==> config.mk <==
export PLATFORM = sky130hd
export DESIGN_NAME = control_unit_pipelined
export DESIGN_NICKNAME = d
export VERILOG_FILES = /design/src/rtl/control_unit_pipelined.sv
export SDC_FILE = /design/constraint.sdc
export NUM_CORES = 1
export LEC_CHECK = 0
export ABC_AREA = 1
export BUFFER_PORTS_ARGS = -buffer_cell sky130_fd_sc_hd__buf_4
export CAP_MARGIN = 30
export CORE_MARGIN = 2
export CORE_UTILIZATION = 53
export CTS_BUF_LIST = sky130_fd_sc_hd__clkbuf_8
export DETAILED_ROUTE_END_ITERATION = 16
export GPL_TIMING_DRIVEN = 0
export PLACE_DENSITY = 0.86
export SYNTH_ARGS = -nofsm -noshare
export SYNTH_HDL_FRONTEND = slang
export SYNTH_SLANG_ARGS = --single-unit
==> constraint.sdc <==
create_clock -name clk -period 1.7 [get_ports clk]
set_clock_uncertainty 0.1 [all_clocks]
set_input_delay 0 -clock clk [delete_from_list [all_inputs] [get_ports clk]]
set_output_delay 0 -clock clk [all_outputs]
set_load 0.02 [all_outputs]
==> src/rtl/control_unit_pipelined.sv <==
// RV32I control unit: decodes the D-stage instruction and carries its control
// bits through the E, M and W pipeline registers, with stall/flush bubbles.
module control_unit_pipelined #(
    parameter int ALUCTRL_W = 4,
    parameter bit ENABLE_M  = 1'b0
) (
    input  logic                 clk,
    input  logic                 rst,
    input  logic                 instr_valid_d,
    input  logic [6:0]           op_d,
    input  logic [2:0]           funct3_d,
    input  logic [6:0]           funct7_d,
    input  logic                 stall_d,
    input  logic                 flush_e,
    input  logic                 zero_e,
    output logic [2:0]           imm_src_d,
    output logic                 illegal_d,
    output logic [ALUCTRL_W-1:0] alu_control_e,
    output logic                 alu_src_e,
    output logic                 branch_e,
    output logic                 jump_e,
    output logic                 jalr_e,
    output logic                 pc_src_e,
    output logic                 reg_write_m,
    output logic                 mem_write_m,
    output logic [1:0]           result_src_m,
    output logic                 reg_write_w,
    output logic [1:0]           result_src_w,
    output logic                 illegal_sticky
);

    localparam logic [6:0] OP_R      = 7'b0110011;
    localparam logic [6:0] OP_I_ALU  = 7'b0010011;
    localparam logic [6:0] OP_LOAD   = 7'b0000011;
    localparam logic [6:0] OP_STORE  = 7'b0100011;
    localparam logic [6:0] OP_BRANCH = 7'b1100011;
    localparam logic [6:0] OP_JAL    = 7'b1101111;
    localparam logic [6:0] OP_JALR   = 7'b1100111;
    localparam logic [6:0] OP_LUI    = 7'b0110111;

    localparam logic [6:0] F7_BASE = 7'b0000000;
    localparam logic [6:0] F7_ALT  = 7'b0100000;
    localparam logic [6:0] F7_MUL  = 7'b0000001;

    localparam logic [2:0] IMM_I = 3'b000;
    localparam logic [2:0] IMM_S = 3'b001;
    localparam logic [2:0] IMM_B = 3'b010;
    localparam logic [2:0] IMM_J = 3'b011;
    localparam logic [2:0] IMM_U = 3'b100;

    localparam logic [1:0] RES_ALU = 2'b00;
    localparam logic [1:0] RES_MEM = 2'b01;
    localparam logic [1:0] RES_PC4 = 2'b10;
    localparam logic [1:0] RES_IMM = 2'b11;

    typedef enum logic [3:0] {
        ALU_ADD  = 4'd0,
        ALU_SUB  = 4'd1,
        ALU_AND  = 4'd2,
        ALU_OR   = 4'd3,
        ALU_XOR  = 4'd4,
        ALU_SLT  = 4'd5,
        ALU_SLTU = 4'd6,
        ALU_SLL  = 4'd7,
        ALU_SRL  = 4'd8,
        ALU_SRA  = 4'd9,
        ALU_MUL  = 4'd10
    } alu_op_t;

    // An all-zero bundle is the bubble: no writes, no control flow, ADD, ALU result.
    typedef struct packed {
        logic                 reg_write;
        logic                 mem_write;
        logic                 alu_src;
        logic                 branch;
        logic                 jump;
        logic                 jalr;
        logic [1:0]           result_src;
        logic [ALUCTRL_W-1:0] alu_control;
    } ctrl_t;

    function automatic alu_op_t alu_base(input logic [2:0] f3);
        case (f3)
            3'b000:  alu_base = ALU_ADD;
            3'b001:  alu_base = ALU_SLL;
            3'b010:  alu_base = ALU_SLT;
            3'b011:  alu_base = ALU_SLTU;
            3'b100:  alu_base = ALU_XOR;
            3'b101:  alu_base = ALU_SRL;
            3'b110:  alu_base = ALU_OR;
            default: alu_base = ALU_AND;
        endcase
    endfunction

    function automatic logic [ALUCTRL_W-1:0] widen(input alu_op_t a);
        widen      = '0;
        widen[3:0] = a;
    endfunction

    ctrl_t   dec;
    ctrl_t   ctrl_e;
    alu_op_t alu_op;
    logic    bad;
    logic    funct3_e0;

    always_comb begin
        dec       = '0;
        alu_op    = ALU_ADD;
        bad       = 1'b0;
        imm_src_d = IMM_I;
        case (op_d)
            OP_R: begin
                dec.reg_write = 1'b1;
                if (funct7_d == F7_BASE) begin
                    alu_op = alu_base(funct3_d);
                end else if (funct7_d == F7_ALT) begin
                    if (funct3_d == 3'b000)      alu_op = ALU_SUB;
                    else if (funct3_d == 3'b101) alu_op = ALU_SRA;
                    else                         bad    = 1'b1;
                end else if (funct7_d == F7_MUL && ENABLE_M && funct3_d == 3'b000) begin
                    alu_op = ALU_MUL;
                end else begin
                    bad = 1'b1;
                end
            end
            OP_I_ALU: begin
                dec.reg_write = 1'b1;
                dec.alu_src   = 1'b1;
                // funct7 is immediate data except for the shift-immediate forms.
                if (funct3_d == 3'b001) begin
                    if (funct7_d == F7_BASE) alu_op = ALU_SLL;
                    else                     bad    = 1'b1;
                end else if (funct3_d == 3'b101) begin
                    if (funct7_d == F7_BASE)     alu_op = ALU_SRL;
                    else if (funct7_d == F7_ALT) alu_op = ALU_SRA;
                    else                         bad    = 1'b1;
                end else begin
                    alu_op = alu_base(funct3_d);
                end
            end
            OP_LOAD: begin
                dec.reg_write  = 1'b1;
                dec.alu_src    = 1'b1;
                dec.result_src = RES_MEM;
            end
            OP_STORE: begin
                dec.mem_write = 1'b1;
                dec.alu_src   = 1'b1;
                imm_src_d     = IMM_S;
            end
            OP_BRANCH: begin
                imm_src_d  = IMM_B;
                dec.branch = 1'b1;
                alu_op     = ALU_SUB;
                bad        = (funct3_d[2:1] != 2'b00);
            end
            OP_JAL: begin
                imm_src_d      = IMM_J;
                dec.jump       = 1'b1;
                dec.reg_write  = 1'b1;
                dec.result_src = RES_PC4;
            end
            OP_JALR: begin
                dec.jump       = 1'b1;
                dec.jalr       = 1'b1;
                dec.reg_write  = 1'b1;
                dec.alu_src    = 1'b1;
                dec.result_src = RES_PC4;
                bad            = (funct3_d != 3'b000);
            end
            OP_LUI: begin
                imm_src_d      = IMM_U;
                dec.reg_write  = 1'b1;
                dec.result_src = RES_IMM;
            end
            default: bad = 1'b1;
        endcase
        dec.alu_control = widen(alu_op);
        illegal_d       = instr_valid_d & bad;
    end

    // Any reason not to issue (reset, squash, hold, no/illegal instruction) injects a bubble.
    always_ff @(posedge clk) begin
        if (rst || flush_e || stall_d || !instr_valid_d || illegal_d) begin
            ctrl_e    <= '0;
            funct3_e0 <= 1'b0;
        end else begin
            ctrl_e    <= dec;
            funct3_e0 <= funct3_d[0];
        end
    end

    always_ff @(posedge clk) begin
        if (rst) begin
            reg_write_m  <= 1'b0;
            mem_write_m  <= 1'b0;
            result_src_m <= RES_ALU;
            reg_write_w  <= 1'b0;
            result_src_w <= RES_ALU;
        end else begin
            reg_write_m  <= ctrl_e.reg_write;
            mem_write_m  <= ctrl_e.mem_write;
            result_src_m <= ctrl_e.result_src;
            reg_write_w  <= reg_write_m;
            result_src_w <= result_src_m;
        end
    end

    // Only an illegal instruction that would really have issued is recorded.
    always_ff @(posedge clk) begin
        if (rst) begin
            illegal_sticky <= 1'b0;
        end else if (instr_valid_d && illegal_d && !stall_d && !flush_e) begin
            illegal_sticky <= 1'b1;
        end
    end

    assign alu_control_e = ctrl_e.alu_control;
    assign alu_src_e     = ctrl_e.alu_src;
    assign branch_e      = ctrl_e.branch;
    assign jump_e        = ctrl_e.jump;
    assign jalr_e        = ctrl_e.jalr;
    // funct3[0] distinguishes BEQ (taken on zero) from BNE (taken on nonzero).
    assign pc_src_e      = ctrl_e.jump | (ctrl_e.branch & (zero_e ^ funct3_e0));

endmodule

==> results.md, run 1 <==
- Critical path arrival: 1.72 ns
- Initial antenna violation count: 0
- Cell taking the most area after synthesis: dfxtp_1
- Die area: 2510 um2
- Syn_area_per_cell: roughly 7 um2
- Routed wire length per instance: around 10 um
- Distinct cells, synth: 22
- Die Height: around 50 um
- Congestion Overflow GR: 0
- Sink Count: 21
- Setup crit end kind: flip-flop
- Hpwl dp: 1960 um
- Hold WC Path Type: input pin to flip-flop
- Core area: approximately 2000 um2
- Tcrit/Tclk final: between 90% and 100%
- Vias in the first global route: between 1k and 1.5k
- Initial DRC Count: 28
- TritonCTS Buffers: 3
- Worst setup SP type: input pin
- # DRC: 0
- Final Worst Setup Slack: about 0.083 ns
- Sequential fraction of the synthesis area: between 30 and 40%
- Max Cap Viol: 0
- Clock transition at the registers of the reported paths: 0.07 ns
- Seq pwr share: 52.3%
- Register area: between 400 and 500 um2
- Power per cell area: just under 600 nW/um2
- # setup viols final: 0
- Htree depth: 1
- Final Util: approximately four fifths
- Row count: 16
- Nets: roughly 240
- Final number of hold-violating endpoints: 0
- Clk pwr share: ~33%
- Tmin final: 1.62 ns
- Share of cells above drive strength 1: between 40 and 50%
- Syn-to-layout area delta: 40.9%
- Die width: 50.1 um
- First-pass GRT wire length: around 4100 um
- Gr usage total: 21.4%
- Yosys reg bits: 21
- Worst EP required: 1.81 ns
- Switch share: between 20% and 30%
- Setup TNS: 0 ns
- Routed vias: approximately 1.2k
- Status: finished, final reports clean
- ANT nets after route: 0
- Fmax: between 600 and 700 MHz
- DP Worst Slack: 0.319 ns
- Slew headroom: 74.0%
- Synth Warn #: 0
- Gp weighted congestion: 1.01
- Clk_lat worst skew: 0.26 ns
- Placed cell areas: 1480 um2
- Final Non-Filler Cells: 244
- N_diodes: 0
- Final wirelength: roughly 2500 um
- Cells after synthesis: roughly 170
- Synth Cell Area: between 1000 and 1500 um2
- IO Count: between 40 and 50
- Slew of the pin with the lowest slew margin: between 0.3 and 0.4 ns
- Syn Nets: 188
- Combinational share of power: 14.4%
- Peak supply drop: 0.000444 V
- CTS max path bufs: 2
- CTS tree: yes
- Port Buf Inserts: 42
- CP Max Fanout: 9
- Max-slew violations: 0
- Critical path class: input pin to flip-flop
- Starting Density: a little under three fifths
- Largest net degree at the start of global routing: 13
- Static Leak: a little under 0.8 nW
- Inst Count DP: 234
- DRT Pass-1 Iters: 4
- Post-route cell area: ~1600 um2
- Internal power: around 0.72 mW
- Area share of the largest cell type after synthesis: 37.3%
- Footprint of the multi-input gates: around 570 um2
- CTS root buf: clkbuf_8
- # fillers: 139
- Switching power: between 0.2 and 0.25 mW
- Top cells by area, synth: dfxtp_1 (37%), nand2_1 (12%), nor2_1 (7.7%)
- Vias/cell: 4.77
-- metal layers --
layer / vias up / global-route usage (%) / share of wire, %
li1: 605 / - / -
met1: 516 / 22.9 / 38
met2: 38 / 41.2 / 56
met3: 4 / 1.82 / 4.6
met4: 0 / 9.72 / 1.5
met5: - / 0 / 0
-- power by group through the flow --
stage / Clock, mW / Sequential [mW] / Combinational, mW
finish: 0.314 / 0.494 / 0.136
floorplan: 0 / 0.507 / 0.0616
CTS: 0.323 / 0.494 / 0.134
detailed placement: 0 / 0.505 / 0.126
global placement: 0 / 0.505 / 0.120
global route: 0.350 / 0.494 / 0.151
-- final timing paths --
check               from  slack [ns]                to  cells after the start
max reg2reg  reg_write_m        1.07       reg_write_w                      2
min reg2reg    ctrl_e[4]        0.31   result_src_m[0]                      2
min              op_d[5]        0.01  alu_control_e[1]                      4
max                  rst        0.08    illegal_sticky                      6
-- cells in the final DEF, fill, tap and decap left out --
cell           count
buf_6              1
dlygate4sd3_1      6
nand3_2            1
dfxtp_1           21
clkbuf_1           1
nor2_2            13
nand2_2           10
o21bai_1           1
clkbuf_8           3
nor3_2             2
a21boi_0           1
clkinv_2           1
nand4_1            4
and2_1             2
buf_4             46
o21ai_0            3
inv_1             19
a21oi_1            1
nor3_1             2
nor2_4             3
inv_2              6
nand2_1           35
nor2_1            23
a31o_2             1
nand3_1           11
-- cells by family after synthesis --
logic type | synth area share (%)
flip-flops | 37.3
AND/OR/NAND/NOR | 46.4
AO/OA/AOI/OAI | 3.89
buffers and inverters | 12.3
-- layout make-up --
cell class                      count  area share [%]
Inverter                           25            5.91
Clock buffer                        3            2.60
Buffer                              6            2.84
Multi-Input combinational cell    113            36.0
Timing Repair Buffer               48            23.7
Clock inverter                      1           0.315
Tap cell                           27            2.13
Sequential cell                    21            26.5
-- through the flow --
| stage | hold slack [ns] | total power, mW |
|---|---|---|
| global route | 0.0532 | 0.995 |
| detailed placement | 0.147 | 0.631 |
| CTS | 0.00161 | 0.951 |
| global placement | 0.133 | 0.626 |
| finish | 0.0145 | 0.943 |
| floorplan | 0.0312 | 0.569 |
-- synth_stat cells, drive strengths merged --
cell type and instances:
o21bai 1, a31o 1, nand2 45, inv 25
nor3 4, nand4 4, nor2 39, a21boi 1
clkbuf 1, dfxtp 21, o21ai 3, and2 2
a21oi 1, nand3 12, buf 5
-- worst max-delay path, stage by stage --
cell           delay, ns
dlygate4sd3_1       0.53
clkbuf_1            0.21
nor3_2              0.27
nand3_1             0.10
dlygate4sd3_1       0.55
nand2_1             0.06
-- state kept, by name, summed over array words and instances, names as in the netlist --
register	count
alu_control_e	4
result_src_w	2
illegal_sticky	1
mem_write_m	1
jalr_e	1
branch_e	1
result_src_m	2
reg_write_m	1
ctrl_e	4
alu_src_e	1
reg_write_w	1
funct3_e0	1
jump_e	1
-- what timing repair did --
item / CTS / global route
setup endpoints to repair: 0 / 1
setup buffers: 0 / 0
hold endpoints to repair: 9 / 0
gates resized for setup: 0 / 1
hold buffers: 6 / 0
No activity file was read; power rests on OpenSTA's default activity.
==> run 2: changes to the inputs <==
--- a/config.mk
+++ b/config.mk
@@ -14,6 +14,7 @@
 export DETAILED_ROUTE_END_ITERATION = 16
 export GPL_TIMING_DRIVEN = 0
 export PLACE_DENSITY = 0.86
+export SETUP_SLACK_MARGIN = 0.4
 export SYNTH_ARGS = -nofsm -noshare
 export SYNTH_HDL_FRONTEND = slang
 export SYNTH_SLANG_ARGS = --single-unit
==> results.md, run 2 (synthesized netlist as in run 1, its figures left out) <==
- Max-slew violations: 0 (unchanged)
- Peak supply drop: 0.000383 V (-14%)
- Final wirelength: 3730 um (+52%)
- Syn-to-layout area delta: 58.9%
- Port Buf Inserts: 42 (unchanged)
- ANT nets after route: 0 (unchanged)
- Htree depth: 1 (unchanged)
- Die width: 50.1 um (unchanged)
- Fmax: 705 MHz (+14%)
- Setup TNS: 0 ns (unchanged)
- First-pass GRT wire length: 4270 um (+3.7%)
- Tcrit/Tclk final: 83.4% (-12 points)
- Initial DRC Count: 77 (+180%)
- R2R Path Start: reg_write_m
- # setup viols final: 0 (unchanged)
- CTS tree: yes
- CP Max Fanout: 2 (-7)
- Congestion Overflow GR: 0 (unchanged)
- CP startpoint: funct7_d[3]
- Vias/cell: 5.32 (+12%)
- Clock transition at the registers of the reported paths: 0.07 ns (about the same)
- Die Height: 50.1 um (unchanged)
- IO Count: 44 (unchanged)
- Critical path arrival: 1.32 ns (-0.40 ns)
- Static Leak: 0.899 nW (+15%)
- Clk_lat worst skew: 0.26 ns (about the same)
- Gp weighted congestion: 1.01 (unchanged)
- Final number of hold-violating endpoints: 0 (unchanged)
- Routed vias: 1356 (+17%)
- Status: finished, final reports clean
- Max Cap Viol: 0 (unchanged)
- Routed wire length per instance: 14.6 um (+45%)
- Share of cells above drive strength 1: 47.4% (+7.3 points)
- Unrepaired setup endpoints after global routing: yes
- Setup crit end kind: output pin
- Die area: 2510 um2 (unchanged)
- Commonest non-fill, non-tap cell in the layout: buf_4
- Row count: 16 (unchanged)
- Slew headroom: 76.3% (+2.3 points)
- Worst setup SP type: input pin
- Vias in the first global route: 1125 (+4.8%)
- DRT Pass-1 Iters: 4 (unchanged)
- Worst EP required: 1.60 ns (-0.21 ns)
- # DRC: 0 (unchanged)
- Core area: 1980 um2 (unchanged)
- Final Power: 0.989 mW (+4.9%)
- Starting Density: 56.8% (unchanged)
- Gr usage total: 22.1% (+0.70 points)
- CTS root buf: clkbuf_8
- N_diodes: 0 (unchanged)
- Register area: 420 um2 (unchanged)
- Footprint of the multi-input gates: 643 um2 (+12%)
- TritonCTS Buffers: 3 (unchanged)
- Power per cell area: 553 nW/um2 (-7.0%)
- CTS max path bufs: 2 (unchanged)
- Initial antenna violation count: 0 (unchanged)
- Largest net degree at the start of global routing: 13 (unchanged)
- Hpwl dp: 1960 um (unchanged)
- Nets: 252 (+4.6%)
- Critical path class: input pin to output pin
- Most frequent cells in the layout: buf_4 (50), nand2_1 (31), dfxtp_1 (21)
- Hold WC Path Type: input pin to flip-flop
- Slew of the pin with the lowest slew margin: 0.353 ns (-0.0366 ns)
- Hold path start: op_d[3]
- Tmin final: 1.42 ns (-0.199 ns)
- # fillers: 84 (-40%)
- Sink Count: 21 (unchanged)
-- run 2: where the power goes --
part           switching [mW]  internal, mW  total (mW)
registers            0.000852         0.493       0.494
logic                  0.0923        0.0822       0.174
clock network           0.158         0.163       0.321
total                   0.251         0.738       0.989
-- run 2: worst paths after layout --
| path | end | slack (ns) | cells after the start |
|---|---|---|---|
| worst max register to register | reg_write_w | 1.06 | 2 |
| worst min register to register | mem_write_m | 0.32 | 2 |
| worst min-delay path | jalr_e | 0.02 | 6 |
| worst max-delay path | illegal_d | 0.28 | 10 |
-- run 2: layout make-up --
cell class                 instances  share of cell area, %
multi-input combinational        113                   35.9
timing repair buffer              59                   27.8
sequential                        21                   23.5
inverter                          25                   5.52
buffer                             6                   2.73
clock buffer                       3                   2.31
tap                               27                   1.89
clock inverter                     1                  0.280
-- run 2: routing by layer --
| layer | GRT usage [%] | part of all wire [%] | up-vias |
|---|---|---|---|
| li1 | - | - | 626 |
| met1 | 23.3 | 35 | 613 |
| met2 | 43.2 | 55 | 97 |
| met3 | 1.82 | 6.7 | 20 |
| met4 | 9.72 | 2.8 | 0 |
| met5 | 0 | 0 | - |
-- run 2: repair_timing --
action	4_1_cts	5_1_grt
setup buffers	0	7
hold buffers	9	0
endpoints found under the hold margin	9	0
endpoints found under the setup margin	0	11
resized for setup	0	29
-- run 2: critical path: stages --
cell and delay [ns]:
buf_4 0.11, nor2_1 0.22, nand2_1 0.14, nor2_1 0.15, nand2_1 0.10, nand3_1 0.13, nand4_1 0.16, nand2_1 0.13
inv_2 0.05, buf_6 0.12
-- run 2: metrics by stage --
stage | hold slack (ns) | utilization [%] | worst slack (ns) | cells | cell area, um2
floorplan | 0.0312 | - | 0.537 | 165 | 1130
global placement | 0.133 | 74.4 | 0.348 | 234 | 1480
detailed placement | 0.147 | 74.4 | 0.319 | 234 | 1480
CTS | 0.00161 | 81.3 | 0.423 | 247 | 1610
global route | 0.0469 | 90.3 | 0.264 | 255 | 1790
finish | 0.0205 | 90.3 | 0.282 | 255 | 1790
==> run 3: changes to the inputs <==
--- a/config.mk
+++ b/config.mk
@@ -5,15 +5,15 @@
 export SDC_FILE = /design/constraint.sdc
 export NUM_CORES = 1
 export LEC_CHECK = 0
-export ABC_AREA = 1
+export ABC_AREA = 0
 export BUFFER_PORTS_ARGS = -buffer_cell sky130_fd_sc_hd__buf_4
 export CAP_MARGIN = 30
 export CORE_MARGIN = 2
-export CORE_UTILIZATION = 53
+export CORE_UTILIZATION = 50
 export CTS_BUF_LIST = sky130_fd_sc_hd__clkbuf_8
 export DETAILED_ROUTE_END_ITERATION = 16
 export GPL_TIMING_DRIVEN = 0
-export PLACE_DENSITY = 0.86
+export PLACE_DENSITY = 0.82
 export SETUP_SLACK_MARGIN = 0.4
 export SYNTH_ARGS = -nofsm -noshare
 export SYNTH_HDL_FRONTEND = slang
==> constraint.sdc (replaced) <==
create_clock -name clk -period 1.35 [get_ports clk]
set_clock_uncertainty 0.1 [all_clocks]
set_input_delay 0 -clock clk [delete_from_list [all_inputs] [get_ports clk]]
set_output_delay 0 -clock clk [all_outputs]
set_load 0.02 [all_outputs]
==> results.md, run 3 <==
- Status: complete, but fails checks
- Failing checks: negative hold slack
- Cell taking the most area after synthesis: dfxtp_1
- First-pass GRT wire length: 4600 um (+7.7%)
- Sink Count: 21 (unchanged)
- Hpwl dp: 2000 um (+1.9%)
- Async set or reset register ratio after synthesis: 0% (unchanged)
- Setup TNS: 0 ns (unchanged)
- Cells along the critical path: buf_4 > or3b_4 > o21ai_2 > a21o_4 > o211a_1 > nor2b_2 > buf_6
- Kind of cell adding the most delay to the critical path: simple AND/OR/NAND/NOR gates
- DRT Pass-1 Iters: 4 (unchanged)
- Hold slack: -0.145 ns (-0.165 ns)
- Max Cap Viol: 0 (unchanged)
- Critical path arrival: 1.18 ns (-0.14 ns)
- ANT nets after route: 0 (unchanged)
- Static Leak: 0.782 nW (-13%)
- Hold buffers post-CTS: 3 (-6)
- N_diodes: 0 (unchanged)
- CP Max Fanout: 8 (+6)
- Worst setup SP type: input pin
- Sequential fraction of the synthesis area: 37.7% (+0.33 points)
- IO Count: 44 (unchanged)
- Critical path class: input pin to output pin
- Final number of hold-violating endpoints: 6 (+6)
- # setup viols final: 0 (unchanged)
- Syn_area_per_cell: 9.00 um2 (+32%)
- Worst Hold Path Cells: 2 (-4)
- Vias/cell: 5.46 (+2.6%)
- Synth Warn #: 0 (unchanged)
- Initial antenna violation count: 0 (unchanged)
- Setup crit end kind: output pin
- CTS root buf: clkbuf_8
- Compound-Gate Fraction of Synth Area: 17.5% (+14 points)
- Synth Cell Area: 1120 um2 (-0.89%)
- Share of cells above drive strength 1: 55.9% (+8.6 points)
- DP Worst Slack: -0.139 ns (-0.458 ns)
- Worst path bufs/invs: 2 (-1)
- Most frequent cells after synthesis: dfxtp_1 (21), nor2_1 (11), and2b_2 (7), nor3_1 (7), nand2_1 (6)
- Routed vias: 1119 (-17%)
- CTS max path bufs: 2 (unchanged)
- Unrepaired setup endpoints after global routing: yes
- Starting Density: 51.4% (-5.4 points)
- TritonCTS Buffers: 3 (unchanged)
- Slew of the pin with the lowest slew margin: 0.587 ns (+0.234 ns)
- Tmin final: between 1 and 1.5 ns
- Clk pwr share: 30.5% (-2.0 points)
- Row count: 17 (+1)
- Combinational share of power: 20.9% (+3.3 points)
- Worst Hold Endpoint: ctrl_e[4]
- WL met2: 1590 um (-23%)
- Clock transition at the registers of the reported paths: 0.07 ns (about the same)
- Largest net degree at the start of global routing: 13 (unchanged)
- EDFF count, synth: 0 (unchanged)
- Top Layer Used: met4
- Die width: 51.2 um (+2.3%)
- Core area: 2170 um2 (+9.5%)
- Seq pwr share: 48.7% (-1.2 points)
- Syn-to-layout area delta: 56.4%
- Distinct cells, synth: 46 (+110%)
- Count leader, synth: dfxtp_1
- Worst-case reg-to-reg path depth: 2 (unchanged)
- Area share of the largest cell type after synthesis: 37.7% (+0.33 points)
- Gp weighted congestion: 0.801 (-21%)
- Power per cell area: 733 nW/um2 (+33%)
- Most frequent cells in the layout: buf_4 (43), dfxtp_1 (20), buf_6 (11)
- Simple-gate area share of the yosys netlist: 35.1% (-11 points)
- Largest family of logic cells by synthesized area: simple AND/OR/NAND/NOR gates
- Fmax: roughly 780 MHz
- Htree depth: 1 (unchanged)
- Slew headroom: 60.5% (-16 points)
- Metal-1 WL: 1190 um (-10%)
- Critical R2R Capture: illegal_sticky
- Top cells by area, synth: dfxtp_1 (38%), and2b_2 (5.5%), nor2_1 (3.7%)
- Final Power: 1.28 mW (+29%)
- Vias in the first global route: 1078 (-4.2%)
- Hold path start: op_d[6]
- Max-slew violations: 0 (unchanged)
- Commonest non-fill, non-tap cell in the layout: buf_4
- Peak supply drop: 0.000624 V (+63%)
- Nets: 201 (-20%)
- Clk_lat worst skew: 0.26 ns (about the same)
- Met3 Wirelength: 180 um (-27%)
- Ys flop type: dfxtp_1
- Synth Area in XOR/XNOR: 2.35% (+2.4 points)
- Die area: 2630 um2 (+4.6%)
- Congestion Overflow GR: 0 (unchanged)
- Initial DRC Count: 23 (-70%)
- Gr usage total: 23.3% (+1.3 points)
- Cells after synthesis: 124 (-25%)
- R2R setup slack: 0.60 ns (-0.46 ns)
- CTS tree: yes
- Max incr delay on CP: 0.42 ns (+0.20 ns)
- Slowest CP cell: or3b_4
- Post-Synth Adder-Cell Area: 0% (unchanged)
- Switching power: 0.322 mW (+28%)
- Die Height: 51.2 um (+2.3%)
- Yosys reg bits: 21 (unchanged)
- Switch share: 25.2% (-0.22 points)
- Final Util: 80.4% (-9.8 points)
- Final Worst Setup Slack: 0.0701 ns (-0.212 ns)
- # DRC: 0 (unchanged)
- Hold WC Path Type: input pin to flip-flop
- Worst EP required: 1.25 ns (-0.35 ns)
- Final wirelength: 3010 um (-19%)
- Routed wire length per instance: 14.7 um (+0.54%)
- Tcrit/Tclk final: roughly 95%
- R2R Path Start: illegal_sticky
- Port Buf Inserts: 39 (-7.1%)
- Internal power: 0.958 mW (+30%)
- Syn Nets: 147 (-22%)
- Mux cell area share after synthesis: 0% (unchanged)
-- run 3: changes by cell type in the layout (fill, tap and decap cells not counted), sizes merged, moves of 4 or more --
cell         before  now
nand2            45    8
nor2             39   12
inv              25    5
nand3            12    3
and2b             0    7
dlygate4sd3       9    2
nor4              0    6
a21oi             1    5
nand4             4    0
nor3              4    8
-- run 3: kinds of logic (layout without fill, tap and decap cells) --
| group | after synthesis | after routing |
|---|---|---|
| AOI/OAI and AO/OA | 25 | 25 |
| xor gates and xnor gates | 3 | 3 |
| buffers and inverters | 15 | 68 |
| DFF | 21 | 21 |
| and+or+nand+nor | 60 | 60 |
-- run 3: power by group through the flow --
stage	clock network, mW	logic (mW)	registers (mW)
6_report	0.390	0.267	0.623
5_1_grt	0.412	0.286	0.622
4_1_cts	0.393	0.233	0.623
3_5_place_dp	0	0.204	0.637
3_3_place_gp	0	0.197	0.636
2_1_floorplan	0	0.120	0.639
-- run 3: area by class of cell --
cell class	instances	area, um2
Buffer	10	87.6
Clock buffer	3	41.3
Clock inverter	1	5.00
Fill cell	137	424
Inverter	5	18.8
Multi-Input combinational cell	88	724
Sequential cell	21	422
Tap cell	28	35.0
Timing Repair Buffer	49	412
-- run 3: how the worst max path moves through the flow --
stage	cells after the start	to	start
after global routing	7	illegal_d	funct7_d[1]
after detailed placement	6	alu_control_e[1]	funct7_d[1]
after global placement	6	ctrl_e[4]	funct7_d[1]
final	7	illegal_d	op_d[4]
after CTS	7	illegal_d	funct7_d[2]
after floorplan	6	ctrl_e[4]	op_d[6]
-- run 3: per-layer routing --
metal | track usage, % | up-vias
li1 | - | 532
met2 | 44.2 | 62
met1 | 26.1 | 519
met3 | 3.22 | 6
met5 | 0 | -
met4 | 9.21 | 0
-- run 3: repair_timing --
action                                  4_1_cts  5_1_grt
endpoints found under the hold margin        15        4
pin swaps                                    13        9
endpoints found under the setup margin       19       26
setup buffers                                 3        4
resized for setup                            21       19
-- run 3: per-stage QoR --
step,instance area (um2),instances
after CTS,1630,201
final,1750,205
after global placement,1460,191
after detailed placement,1460,191
after floorplan,1130,124
after global routing,1750,205
